**src/rtl/gcn_pkg.sv**
```systemverilog
`default_nettype none
// ============================================================================
//  Module      : gcn_pkg
//  Description : Shared types and default geometry for the GCN accelerator
//                product-row memory controller.
//  Revision    : 1.0 - initial release
// ============================================================================
package gcn_pkg;

   // Default product-memory geometry
   localparam int unsigned c_FEATURE_ROWS   = 6;
   localparam int unsigned c_WEIGHT_COLS    = 3;
   localparam int unsigned c_DOT_PROD_WIDTH = 16;

   // Layer sequencing states
   typedef enum logic [1:0] {
      IDLE = 2'd0,
      RUN  = 2'd1,
      DONE = 2'd2
   } state_e;

endpackage : gcn_pkg
`default_nettype wire

```
**src/rtl/fmw_mem_ctrl_if.sv**
```systemverilog
`default_nettype none
// ============================================================================
//  Module      : fmw_mem_ctrl_if
//  Description : Bus bundle between the FMxWM memory controller, the
//                combination engine (writer), the aggregation engine
//                (reader) and the product row memory.
//  Revision    : 1.0 - initial release
// ============================================================================
interface fmw_mem_ctrl_if
   import gcn_pkg::*;
#(
   parameter int unsigned FEATURE_ROWS   = c_FEATURE_ROWS,
   parameter int unsigned WEIGHT_COLS    = c_WEIGHT_COLS,
   parameter int unsigned DOT_PROD_WIDTH = c_DOT_PROD_WIDTH,
   parameter int unsigned FEATURE_WIDTH  = $clog2(FEATURE_ROWS)
) ();

   // Layer control and status
   logic                                         start;
   logic                                         busy;
   logic                                         done;
   logic                                         err;

   // Write side (combination engine -> memory)
   logic                                         wr_valid;
   logic                                         wr_ready;
   logic                                         mem_wr_en;
   logic [FEATURE_WIDTH-1:0]                     mem_write_row;

   // Read side (aggregation engine <-> memory)
   logic                                         rd_req;
   logic [FEATURE_WIDTH-1:0]                     rd_row;
   logic                                         rd_last;
   logic                                         rd_ready;
   logic [FEATURE_WIDTH-1:0]                     mem_read_row;
   logic [0:WEIGHT_COLS-1][DOT_PROD_WIDTH-1:0]   mem_rd_data;
   logic [0:WEIGHT_COLS-1][DOT_PROD_WIDTH-1:0]   rd_data;
   logic                                         rd_valid;

   // Environment side: engines and memory
   modport master (
      output start, wr_valid, rd_req, rd_row, rd_last, mem_rd_data,
      input  busy, done, err, wr_ready, mem_wr_en, mem_write_row,
             rd_ready, mem_read_row, rd_data, rd_valid
   );

   // Controller side
   modport slave (
      input  start, wr_valid, rd_req, rd_row, rd_last, mem_rd_data,
      output busy, done, err, wr_ready, mem_wr_en, mem_write_row,
             rd_ready, mem_read_row, rd_data, rd_valid
   );

endinterface : fmw_mem_ctrl_if
`default_nettype wire

```
**src/rtl/row_valid_tracker.sv**
```systemverilog
`default_nettype none
// ============================================================================
//  Module      : row_valid_tracker
//  Description : Per-row valid bitmap for the current layer. Bits set as rows
//                are written, clear together at layer start. Lookup reports
//                whether an index is in range and whether that row is valid.
//  Revision    : 1.0 - initial release
// ============================================================================
module row_valid_tracker #(
   parameter int unsigned ROWS  = 6,
   parameter int unsigned IDX_W = 3
) (
   input  wire logic             clk,
   input  wire logic             rst,          // async, active-low
   input  wire logic             clr_i,
   input  wire logic             set_i,
   input  wire logic [IDX_W-1:0] set_idx_i,
   input  wire logic [IDX_W-1:0] look_idx_i,
   output logic                  in_range_o,
   output logic                  hit_o
);

   localparam logic [IDX_W:0] c_LIMIT = (IDX_W+1)'(ROWS);

   logic [ROWS-1:0] row_valid_q;
   logic [ROWS-1:0] row_valid_d;

   // Next bitmap: start clears everything, otherwise an accepted write sets its row
   always_comb begin
      row_valid_d = row_valid_q;
      if (clr_i) begin
         row_valid_d = '0;
      end else if (set_i) begin
         row_valid_d[set_idx_i] = 1'b1;
      end
   end

   // Bitmap register
   always_ff @(posedge clk or negedge rst) begin
      if (!rst) begin
         row_valid_q <= '0;
      end else begin
         row_valid_q <= row_valid_d;
      end
   end

   // Lookup uses the registered bitmap, so a row being written this cycle
   // is not yet visible to a reader
   always_comb begin
      in_range_o = ({1'b0, look_idx_i} < c_LIMIT);
      hit_o      = in_range_o && row_valid_q[look_idx_i];
   end

endmodule : row_valid_tracker
`default_nettype wire

```
**src/rtl/fmw_mem_ctrl.sv**
```systemverilog
`default_nettype none
// ============================================================================
//  Module      : fmw_mem_ctrl
//  Description : Sequencing controller for the FMxWM product row memory.
//                Writes arrive in row order from the combination engine;
//                reads arrive in any order from the aggregation engine and
//                stall until the requested row has been written this layer.
//                Signals layer completion once all rows are written and the
//                final read has been accepted.
//  Revision    : 1.0 - initial release
// ============================================================================
module fmw_mem_ctrl
   import gcn_pkg::*;
#(
   parameter int unsigned FEATURE_ROWS   = c_FEATURE_ROWS,
   parameter int unsigned WEIGHT_COLS    = c_WEIGHT_COLS,
   parameter int unsigned DOT_PROD_WIDTH = c_DOT_PROD_WIDTH,
   parameter int unsigned FEATURE_WIDTH  = $clog2(FEATURE_ROWS)
) (
   input  wire logic      clk,
   input  wire logic      rst,          // async, active-low
   fmw_mem_ctrl_if.slave  bus
);

   // Count must reach FEATURE_ROWS itself to mark "all rows written"
   localparam int unsigned         c_CNT_W = $clog2(FEATURE_ROWS + 1);
   localparam logic [c_CNT_W-1:0]  c_FULL  = c_CNT_W'(FEATURE_ROWS);

   state_e                                     state_q, state_d;
   logic [c_CNT_W-1:0]                         wr_cnt_q, wr_cnt_d;
   logic                                       last_q, last_d;
   logic                                       err_q, err_d;
   logic [0:WEIGHT_COLS-1][DOT_PROD_WIDTH-1:0] rd_data_q;
   logic                                       rd_valid_q;

   logic busy;
   logic start_act;
   logic wr_ready;
   logic wr_acc;
   logic rd_in_range;
   logic rd_hit;
   logic rd_ready;
   logic rd_acc;

   // Handshake decode
   always_comb begin
      busy      = (state_q == RUN);
      start_act = bus.start && !busy;
      wr_ready  = busy && (wr_cnt_q < c_FULL);
      wr_acc    = bus.wr_valid && wr_ready;
      rd_ready  = busy && rd_hit;
      rd_acc    = bus.rd_req && rd_ready;
   end

   row_valid_tracker #(
      .ROWS  (FEATURE_ROWS),
      .IDX_W (FEATURE_WIDTH)
   ) u_row_valid (
      .clk        (clk),
      .rst        (rst),
      .clr_i      (start_act),
      .set_i      (wr_acc),
      .set_idx_i  (wr_cnt_q[FEATURE_WIDTH-1:0]),
      .look_idx_i (bus.rd_row),
      .in_range_o (rd_in_range),
      .hit_o      (rd_hit)
   );

   // Layer FSM next state, write counter, last-read flag and error flag
   always_comb begin
      state_d  = state_q;
      wr_cnt_d = wr_cnt_q;
      last_d   = last_q;
      err_d    = err_q;
      unique case (state_q)
         IDLE, DONE: begin
            if (bus.start) begin
               state_d  = RUN;
               wr_cnt_d = '0;
               last_d   = 1'b0;
               err_d    = 1'b0;
            end
         end
         RUN: begin
            if (wr_acc) begin
               wr_cnt_d = wr_cnt_q + c_CNT_W'(1);
            end
            if (rd_acc && bus.rd_last) begin
               last_d = 1'b1;
            end
            if (bus.rd_req && !rd_in_range) begin
               err_d = 1'b1;
            end
            // Completion may come from the final write or the final read,
            // whichever lands second (or both in one cycle)
            if (last_d && (wr_cnt_d == c_FULL)) begin
               state_d = DONE;
            end
         end
         default: begin
            state_d = IDLE;
         end
      endcase
   end

   // Control state registers
   always_ff @(posedge clk or negedge rst) begin
      if (!rst) begin
         state_q  <= IDLE;
         wr_cnt_q <= '0;
         last_q   <= 1'b0;
         err_q    <= 1'b0;
      end else begin
         state_q  <= state_d;
         wr_cnt_q <= wr_cnt_d;
         last_q   <= last_d;
         err_q    <= err_d;
      end
   end

   // Read response: capture memory output on accept, pulse valid next cycle
   always_ff @(posedge clk or negedge rst) begin
      if (!rst) begin
         rd_data_q  <= '0;
         rd_valid_q <= 1'b0;
      end else begin
         rd_valid_q <= rd_acc;
         if (rd_acc) begin
            rd_data_q <= bus.mem_rd_data;
         end
      end
   end

   assign bus.busy          = busy;
   assign bus.done          = (state_q == DONE);
   assign bus.err           = err_q;
   assign bus.wr_ready      = wr_ready;
   assign bus.mem_wr_en     = wr_acc;
   assign bus.mem_write_row = wr_cnt_q[FEATURE_WIDTH-1:0];
   assign bus.rd_ready      = rd_ready;
   assign bus.mem_read_row  = bus.rd_row;
   assign bus.rd_data       = rd_data_q;
   assign bus.rd_valid      = rd_valid_q;

endmodule : fmw_mem_ctrl
`default_nettype wire

```
**src/flat_wrapper.sv**
```systemverilog
// flat-port wrapper written by rule: the top's interface ports become plain ports
module fmw_mem_ctrl_flat import gcn_pkg::*;
#(
   parameter int unsigned FEATURE_ROWS   = c_FEATURE_ROWS,
   parameter int unsigned WEIGHT_COLS    = c_WEIGHT_COLS,
   parameter int unsigned DOT_PROD_WIDTH = c_DOT_PROD_WIDTH,
   parameter int unsigned FEATURE_WIDTH  = $clog2(FEATURE_ROWS)
)
  (clk, rst, bus_start, bus_wr_valid, bus_rd_req, bus_rd_row, bus_rd_last, bus_mem_rd_data, bus_busy, bus_done, bus_err, bus_wr_ready, bus_mem_wr_en, bus_mem_write_row, bus_rd_ready, bus_mem_read_row, bus_rd_data, bus_rd_valid);
  fmw_mem_ctrl_if #(.FEATURE_ROWS(FEATURE_ROWS), .WEIGHT_COLS(WEIGHT_COLS), .DOT_PROD_WIDTH(DOT_PROD_WIDTH), .FEATURE_WIDTH(FEATURE_WIDTH)) bus_i ();
  input  wire logic clk;
  input  wire logic rst;
  input wire logic [$bits(bus_i.start)-1:0] bus_start;
  input wire logic [$bits(bus_i.wr_valid)-1:0] bus_wr_valid;
  input wire logic [$bits(bus_i.rd_req)-1:0] bus_rd_req;
  input wire logic [$bits(bus_i.rd_row)-1:0] bus_rd_row;
  input wire logic [$bits(bus_i.rd_last)-1:0] bus_rd_last;
  input wire logic [$bits(bus_i.mem_rd_data)-1:0] bus_mem_rd_data;
  output wire logic [$bits(bus_i.busy)-1:0] bus_busy;
  output wire logic [$bits(bus_i.done)-1:0] bus_done;
  output wire logic [$bits(bus_i.err)-1:0] bus_err;
  output wire logic [$bits(bus_i.wr_ready)-1:0] bus_wr_ready;
  output wire logic [$bits(bus_i.mem_wr_en)-1:0] bus_mem_wr_en;
  output wire logic [$bits(bus_i.mem_write_row)-1:0] bus_mem_write_row;
  output wire logic [$bits(bus_i.rd_ready)-1:0] bus_rd_ready;
  output wire logic [$bits(bus_i.mem_read_row)-1:0] bus_mem_read_row;
  output wire logic [$bits(bus_i.rd_data)-1:0] bus_rd_data;
  output wire logic [$bits(bus_i.rd_valid)-1:0] bus_rd_valid;
  assign bus_i.start = bus_start;
  assign bus_i.wr_valid = bus_wr_valid;
  assign bus_i.rd_req = bus_rd_req;
  assign bus_i.rd_row = bus_rd_row;
  assign bus_i.rd_last = bus_rd_last;
  assign bus_i.mem_rd_data = bus_mem_rd_data;
  assign bus_busy = bus_i.busy;
  assign bus_done = bus_i.done;
  assign bus_err = bus_i.err;
  assign bus_wr_ready = bus_i.wr_ready;
  assign bus_mem_wr_en = bus_i.mem_wr_en;
  assign bus_mem_write_row = bus_i.mem_write_row;
  assign bus_rd_ready = bus_i.rd_ready;
  assign bus_mem_read_row = bus_i.mem_read_row;
  assign bus_rd_data = bus_i.rd_data;
  assign bus_rd_valid = bus_i.rd_valid;
  fmw_mem_ctrl #(.FEATURE_ROWS(FEATURE_ROWS), .WEIGHT_COLS(WEIGHT_COLS), .DOT_PROD_WIDTH(DOT_PROD_WIDTH), .FEATURE_WIDTH(FEATURE_WIDTH)) u_core (.clk(clk), .rst(rst), .bus(bus_i));
endmodule
```
**config.mk**
```make
export PLATFORM = sky130hd
export DESIGN_NAME = fmw_mem_ctrl_flat
export DESIGN_NICKNAME = d
export VERILOG_FILES = /design/src/rtl/gcn_pkg.sv /design/src/rtl/fmw_mem_ctrl_if.sv /design/src/rtl/row_valid_tracker.sv /design/src/rtl/fmw_mem_ctrl.sv /design/src/flat_wrapper.sv
export SDC_FILE = /design/constraint.sdc
export NUM_CORES = 1
export LEC_CHECK = 0
export BUFFER_PORTS_ARGS = -buffer_cell sky130_fd_sc_hd__buf_4
export CORE_MARGIN = 2
export CORE_UTILIZATION = 43
export CTS_CLUSTER_DIAMETER = 120
export DETAILED_ROUTE_END_ITERATION = 12
export PLACE_DENSITY = 0.76
export SYNTH_ARGS = -nofsm -noshare
export SYNTH_HDL_FRONTEND = slang
export SYNTH_SLANG_ARGS = --single-unit
```
**constraint.sdc**
```tcl
create_clock -name clk -period 1.7 [get_ports clk]
set_input_delay 0.17 -clock clk [delete_from_list [all_inputs] [get_ports clk]]
set_output_delay 0.17 -clock clk [all_outputs]
set_load 0.01 [all_outputs]
```
## After elaboration in Yosys (flattened, before gate mapping)

Index checks and enable logic that the tools add are counted.

- Word-level logic and storage cells: 60
- Input bits: 57
- Flip-flop bits (word level): 62
- Output and inout bits: 61

- Bitwise gates (word level): 1
- Reduce and logical (&&, ||, !) cells: 19
- Magnitude comparators: 5
- Eq/ne operators: 6
- Add/sub/neg operators: 1
- Muxes and demuxes: 19

Operators with widths:

| operator | number |
|---|---|
| 2-to-1 mux 6 bit | 2 |
| logical AND 1 bit | 10 |
| 2-to-1 mux 3 bit | 3 |
| less-than comparator 3 x 4 -> 1 bit (second input constant) | 2 |
| less-than comparator 3 bit (second input constant) | 2 |
| 2-to-1 mux 1 bit | 6 |
| OR 6 bit | 1 |
| case mux 3 bit (2 select lines) | 1 |
| 2-to-1 mux 2 bit | 2 |
| inequality test 2 x 1 -> 1 bit (second input constant) | 2 |
| case mux 1 bit (2 select lines) | 2 |
| case mux 2 bit (2 select lines) | 1 |
| AND reduction 2 bit | 2 |
| nonzero test 2 bit | 2 |
| adder 3 x 1 -> 3 bit (second input constant) | 1 |
| binary-select mux 1 bit (select 3 bit) | 1 |
| demux 1 bit (select 3 bit) | 1 |
| == test 3 bit (second input constant) | 1 |
| greater-or-equal comparator 3 x 1 -> 1 bit (second input constant) | 1 |
| AND reduction 3 bit | 1 |
| == test 2 x 1 -> 1 bit (second input constant) | 1 |
| == test 2 bit (second input constant) | 1 |
| zero test 1 bit | 2 |
| zero test 2 bit | 1 |
| 2 further kinds | 2 |

## Depth between registers and ports, before layout

- Word-level depth: 11
- Gate-level depth with buffers: 7
- Mapped depth without buffers: 7

## By module

From an unflattened synthesis, not the netlist that was laid out.

- Cells, all modules: 175
- Area total of the unflattened synthesis: 2557.5 sq um

By module, submodules not included:

| module | area an instance (sq um) | cells each | seq. area each (sq um) | times used |
|---|---|---|---|---|
| fmw_mem_ctrl | 2277.2 | 148 | 1401.3 | 1 |
| row_valid_tracker | 280.3 | 27 | 150.1 | 1 |

## Least setup slack after synthesis

No wires, ideal clock.

- Path type: reg-to-reg
- Start point: register u_core.wr_cnt_q[0], in the netlist u_core.bus.mem_write_row[0]
- End point: register u_core.state_q[0]
- Stages on the path, launching flop included: 6
- Setup time: 0.086 ns
- Arrival time: 1.531 ns
- Data required time: 1.614 ns
- Period minus slack after synthesis: 1.617 ns
- Buffers on the path: 0
- Setup slack: 0.083 ns
- Cell sequence: dfrtp_1 > ha_1 > xor2_1 > a41oi_1 > and4b_1 > nor3_1

- Word-level cells in the longest chain between the ends: 9
- Elaborated cells between the ends (all ways): 10
- Those cells by class: add/sub (1); order compare (1); eq/ne (2); mux (2); reduce/logical (4)

RTL lines:

| element | line | source |
|---|---|---|
| start: declaration | fmw_mem_ctrl.sv:30 | `logic [c_CNT_W-1:0] wr_cnt_q, wr_cnt_d;` |
| start signal: assignment | fmw_mem_ctrl.sv:115 | `wr_cnt_q <= wr_cnt_d;` |
| less-than comparator 3 bit | fmw_mem_ctrl.sv:49 | `wr_ready = busy && (wr_cnt_q < c_FULL);` |
| logical AND 1 bit | fmw_mem_ctrl.sv:49 |  |
| logical AND 1 bit | fmw_mem_ctrl.sv:50 | `wr_acc = bus.wr_valid && wr_ready;` |
| 2-to-1 mux 3 bit (*) | fmw_mem_ctrl.sv:85 | `if (wr_acc) begin` |
| 2-to-1 mux 3 bit (*) | fmw_mem_ctrl.sv:75 | `unique case (state_q)` |
| == test 3 bit (*) | fmw_mem_ctrl.sv:96 | `if (last_d && (wr_cnt_d == c_FULL)) begin` |
| logical AND 1 bit (*) | fmw_mem_ctrl.sv:96 |  |
| inequality test 2 x 1 -> 1 bit (no source line) (*) | n/a |  |
| AND reduction 2 bit (no source line) (*) | n/a |  |
| end signal: assignment | fmw_mem_ctrl.sv:114 | `state_q <= state_d;` |
| end: declaration | fmw_mem_ctrl.sv:29 | `state_e state_q, state_d;` |

Every way passes the cells marked *; elsewhere a longest branch is shown, timed or not. The select of a mux whose other input is x is not followed.
A chain may end at the register's enable or synchronous reset.

## Worst setup path in the final report

- Start point: register u_core.u_row_valid.row_valid_q[3]
- End point: register u_core.rd_data_q, in the netlist u_core.bus.rd_data[2]

- Word-level cells in the longest chain between the ends: 5

RTL lines:

| element | line | source |
|---|---|---|
| start: declaration | row_valid_tracker.sv:25 | `logic [ROWS-1:0] row_valid_q;` |
| start signal: assignment | row_valid_tracker.sv:43 | `row_valid_q <= row_valid_d;` |
| binary-select mux 1 bit (select 3 bit) | row_valid_tracker.sv:51 | `hit_o = in_range_o && row_valid_q[look_idx_i];` |
| 2-to-1 mux 1 bit (not written as such) | row_valid_tracker.sv:51 |  |
| logical AND 1 bit | row_valid_tracker.sv:51 |  |
| logical AND 1 bit | fmw_mem_ctrl.sv:51 | `rd_ready = busy && rd_hit;` |
| logical AND 1 bit | fmw_mem_ctrl.sv:52 | `rd_acc = bus.rd_req && rd_ready;` |
| end signal: assignment | fmw_mem_ctrl.sv:129 | `rd_data_q <= bus.mem_rd_data;` |
| end: declaration | fmw_mem_ctrl.sv:33 | `logic [0:WEIGHT_COLS-1][DOT_PROD_WIDTH-1:0] rd_data_q;` |

Every way passes these cells. The select of a mux whose other input is x is not followed.

==> metrics.txt <==
# TYPE chip_impl_metric gauge
chip_impl_info{name="timing.rr.end",value="u_core.bus.rd_data[2]"} 1
chip_impl_metric{name="placementRows",unit=""} 29
chip_impl_metric{name="vias_in_the_first_global_route",unit=""} 1991
chip_impl_metric{name="finalWorstPathRequiredPeriod",unit="ns"} 1.67
chip_impl_metric{name="critical_path.max_stage_delay",unit="ns"} 0.40
chip_impl_metric{name="grt_first_pass_wirelength",unit="mm"} 9.95
chip_impl_metric{name="critical_path_buf_inv_count",unit=""} 1
chip_impl_metric{name="finalNonFillerCells",unit=""} 390
chip_impl_metric{name="power_frac_seq",unit="%"} 36.5
chip_impl_metric{name="setup_tns",unit="ns"} 0
chip_impl_metric{name="final.period_utilization",unit="%"} 98.1
chip_impl_metric{name="synth_edf_count",unit=""} 0
chip_impl_metric{name="switching_share",unit="%"} 32.3
chip_impl_metric{name="placedCellCount",unit=""} 373
chip_impl_info{name="regToRegStartpoint",value="u_core.u_row_valid.row_valid_q[3]"} 1
chip_impl_metric{name="drc",unit=""} 0
chip_impl_metric{name="die-height",unit="um"} 84.3
chip_impl_info{name="critPathLaunchType",value="register"} 1
chip_impl_metric{name="boundaryPins",unit=""} 118
chip_impl_metric{name="area_growth_syn_to_layout",unit="%"} 42.0
chip_impl_metric{name="ys_seq_elements",unit=""} 62
chip_impl_info{name="endpoint_kind",value="register"} 1
chip_impl_metric{name="dp_slack",unit="ns"} 0.0110
chip_impl_info{name="worst_hold_path_type",value="in -> reg"} 1
chip_impl_info{name="ys.flop_type",value="dfrtp_1"} 1
chip_impl_metric{name="gate_count_after_technology_mapping",unit=""} 180
chip_impl_metric{name="antenna_cells_inserted",unit=""} 0
chip_impl_info{name="crit_path_end",value="u_core.bus.rd_data[2]"} 1
chip_impl_info{name="post-synth-top-count-cell",value="dfrtp_1"} 1
chip_impl_metric{name="drt_wl_total",unit="mm"} 6.16
chip_impl_metric{name="portBuffers",unit=""} 117
chip_impl_metric{name="timing_hold_violations_final",unit=""} 0
chip_impl_metric{name="max_cap_viol_count",unit=""} 0
chip_impl_metric{name="grt_start_max_net_pins",unit=""} 36
chip_impl_metric{name="power.clock.fraction",unit="%"} 15.9
chip_impl_metric{name="worst_slew_margin_rel",unit="%"} 75.1
chip_impl_metric{name="vias_per_cell",unit=""} 4.85
chip_impl_metric{name="path_clk_slew",unit="ns"} 0.06
chip_impl_info{name="clock_tree_root_driver_cell",value="clkbuf_8"} 1
chip_impl_metric{name="achievable-frequency",unit="MHz"} 600
chip_impl_metric{name="minimum_setup_slack_among_reg_to_reg_paths",unit="ns"} 0.03
chip_impl_info{name="startpoint",value="u_core.u_row_valid.row_valid_q[3]"} 1
chip_impl_metric{name="min_setup_slack_post_route",unit="ns"} 0.0323
chip_impl_metric{name="gr_util_all_layers",unit="%"} 18.0
chip_impl_metric{name="initial_core_util",unit="%"} 44.2
chip_impl_info{name="synthDominantAreaCellType",value="dfrtp_1"} 1
chip_impl_info{name="critical_path_class",value="reg -> reg"} 1
chip_impl_metric{name="timing.final.setup_violations",unit=""} 0
chip_impl_metric{name="place_congestion",unit=""} 0.787
chip_impl_metric{name="arrival_time_of_data_at_the_critical_path_endpoint",unit="ns"} 1.88
chip_impl_metric{name="drt-initial-drc-count",unit=""} 44
chip_impl_metric{name="drt_first_pass_iters",unit=""} 4
chip_impl_metric{name="cellInternalPower",unit="mW"} 4.92
chip_impl_info{name="synth_area_leaders",value="dfrtp_1 (56%), mux2_4 (26%), buf_12 (3.6%), nor2_1 (2.0%), mux2i_1 (1.1%)"} 1
chip_impl_metric{name="via_count",unit=""} 1892
chip_impl_metric{name="wl_per_cell",unit="um"} 15.8
chip_impl_metric{name="cp_max_fo",unit=""} 23
chip_impl_metric{name="antenna_found_initial",unit=""} 0
chip_impl_metric{name="detailedPlacementHpwl",unit="mm"} 4.55
chip_impl_metric{name="overflow",unit=""} 0
chip_impl_metric{name="post_syn_area",unit="mm^2"} 0.00277
chip_impl_metric{name="synthesis.nets",unit=""} 238
chip_impl_metric{name="post-layout-total-power",unit="mW"} 7.27
chip_impl_metric{name="total_number_of_cells_along_the_worst_setup_path",unit=""} 5
chip_impl_metric{name="leakagePower",unit="nW"} 1.97
chip_impl_metric{name="postRouteAntennaNets",unit=""} 0
chip_impl_metric{name="worst-endpoint-required",unit="ns"} 1.91
chip_impl_metric{name="pwr_density_cell",unit="mW/mm^2"} 1850
chip_impl_metric{name="power_frac_comb",unit="%"} 47.7
chip_impl_metric{name="yosysWarnings",unit=""} 0
chip_impl_metric{name="synth-async-reset-ratio",unit="%"} 100
chip_impl_metric{name="area_fraction_of_the_dominant_cell_type_after_synthesis",unit="%"} 56.0
chip_impl_metric{name="htree_num_levels",unit=""} 3
chip_impl_metric{name="ir_worst_vdd",unit="uV"} 971
chip_impl_metric{name="die_area",unit="mm^2"} 0.00711
chip_impl_metric{name="clk-insertion-delay-late",unit="ns"} 0.33
chip_impl_metric{name="timing_worst_slew_pin_value",unit="ns"} 0.374
chip_impl_info{name="grt_setup_unrepaired",value="yes"} 1
chip_impl_metric{name="core_area",unit="mm^2"} 0.00628
chip_impl_metric{name="clock_tree.buffer_depth",unit=""} 2
chip_impl_metric{name="number_of_cell_instances_on_the_worst_register_to_register_path",unit=""} 5
chip_impl_info{name="path_cells",value="mux2i_1 -> nor3b_2 -> o311a_4 -> buf_12 -> mux2_4"} 1
chip_impl_metric{name="clock_sink_count",unit=""} 62
chip_impl_info{name="cpLargestDelayFamily",value="multiplexers"} 1
chip_impl_metric{name="switching_power",unit="mW"} 2.34
chip_impl_info{name="status",value="complete, no violations"} 1
chip_impl_metric{name="design.final.nets",unit=""} 366
chip_impl_info{name="tritoncts",value="done"} 1
chip_impl_metric{name="layout-drive-gt1-share",unit="%"} 63.6
chip_impl_metric{name="fin_util",unit="%"} 62.7
chip_impl_info{name="critical-path-slowest-cell",value="dfrtp_1"} 1
chip_impl_metric{name="dieWidth",unit="um"} 84.3
chip_impl_metric{name="worst_clock_skew",unit="ns"} 0.00751
chip_impl_metric{name="tritoncts_buffers",unit=""} 9
chip_impl_metric{name="drv_slew",unit=""} 0
chip_impl_metric{name="yosysSeqAreaShare",unit="%"} 56.0
chip_impl_metric{name="syn_area_per_cell",unit="um^2"} 15.4
chip_impl_info{name="ys_top_cells_by_count",value="dfrtp_1 (62), mux2_4 (48), nor2_1 (15)"} 1
chip_impl_metric{name="synthDistinctLibCells",unit=""} 31
## power by group through the flow
stage               combinational [mW]  sequential (mW)  clock [mW]
global route                      3.70             2.75        1.26
floorplan                         1.67             2.91           0
CTS                               3.49             2.66        1.18
detailed placement                3.47             2.66           0
global placement                  3.40             2.64           0
finish                            3.46             2.65        1.15
## how the worst min path moves through the flow
stage / startpoint / endpoint / cells past startpoint
floorplan: rst / u_core.bus.err / 0
global placement: rst / u_core.bus.rd_data[16] / 1
detailed placement: rst / u_core.bus.rd_data[40] / 1
CTS: bus_start / u_core.state_q[1] / 2
global route: bus_start / u_core.state_q[1] / 2
finish: bus_start / u_core.state_q[1] / 2
## worst register-to-register path, cell delays in order, from the launching register on
cell and delay [ns]:
dfrtp_1 0.40, mux2i_1 0.18, nor3b_2 0.08, o311a_4 0.40, buf_12 0.19, mux2_4 0.31
## per-stage QoR
stage	instance area (um^2)	hold WS, ns
2_1_floorplan	2770	-0.126
3_3_place_gp	3740	0.111
3_5_place_dp	3740	0.116
4_1_cts	3930	0.0257
5_1_grt	3940	0.0485
6_report	3940	0.0458
## state kept, by name, summed over array words and instances, names as in the netlist
register                        flops
u_core.bus.mem_write_row            3
u_core.bus.err                      1
u_core.last_q                       1
u_core.state_q                      2
u_core.bus.rd_data                 48
u_core.u_row_valid.row_valid_q      6
u_core.bus.rd_valid                 1
## logic make-up (layout without fill, tap and decap cells)
group,count (synthesis),after routing,synth area share [%]
compound gates,16,16,4.06
xor+xnor,1,1,0.316
fa+ha+maj,1,1,0.451
buf+inv,15,148,5.69
flops,62,62,56.0
mux,51,51,27.1
simple gates,34,34,6.45
## per-layer routing
metal,track usage (%),part of all wire (%),vias up
li1,-,-,878
met1,23.6,43,934
met2,28.6,50,72
met3,3.93,6.2,8
met4,8.36,1.5,0
met5,0,0,-
## cell usage in the layout (no fill, tap or decap), types with 2 or more instances in the layout
| master | synthesis | final |
|---|---|---|
| clkinv_2 | 0 | 2 |
| dfrtp_1 | 62 | 62 |
| nor3b_2 | 2 | 2 |
| clkbuf_8 | 0 | 11 |
| nand2b_1 | 2 | 2 |
| mux2i_1 | 3 | 3 |
| buf_12 | 5 | 4 |
| clkbuf_1 | 0 | 2 |
| a31oi_1 | 4 | 4 |
| nor3_1 | 3 | 2 |
| o21ai_0 | 3 | 3 |
| a21oi_1 | 4 | 4 |
| mux2_4 | 48 | 48 |
| nor2_1 | 15 | 15 |
| buf_4 | 3 | 123 |
| inv_1 | 2 | 2 |
| nand2_1 | 6 | 6 |
## timing repair
action	4_1_cts	5_1_grt
resized for setup	1	1
hold buffers	1	0
pin swaps	1	0
setup endpoints to repair	5	38
setup buffers	0	0
endpoints found under the hold margin	27	0
## cell type report
cell class | count | area [um^2]
clock buffers | 13 | 159
inverters | 4 | 17.5
well taps | 77 | 96.3
repair buffers | 128 | 1010
multi-input cells | 103 | 1080
flip-flops and latches | 62 | 1550
clock inverters | 3 | 18.8
fillers | 504 | 2340
No activity file was read; power rests on OpenSTA's default activity.
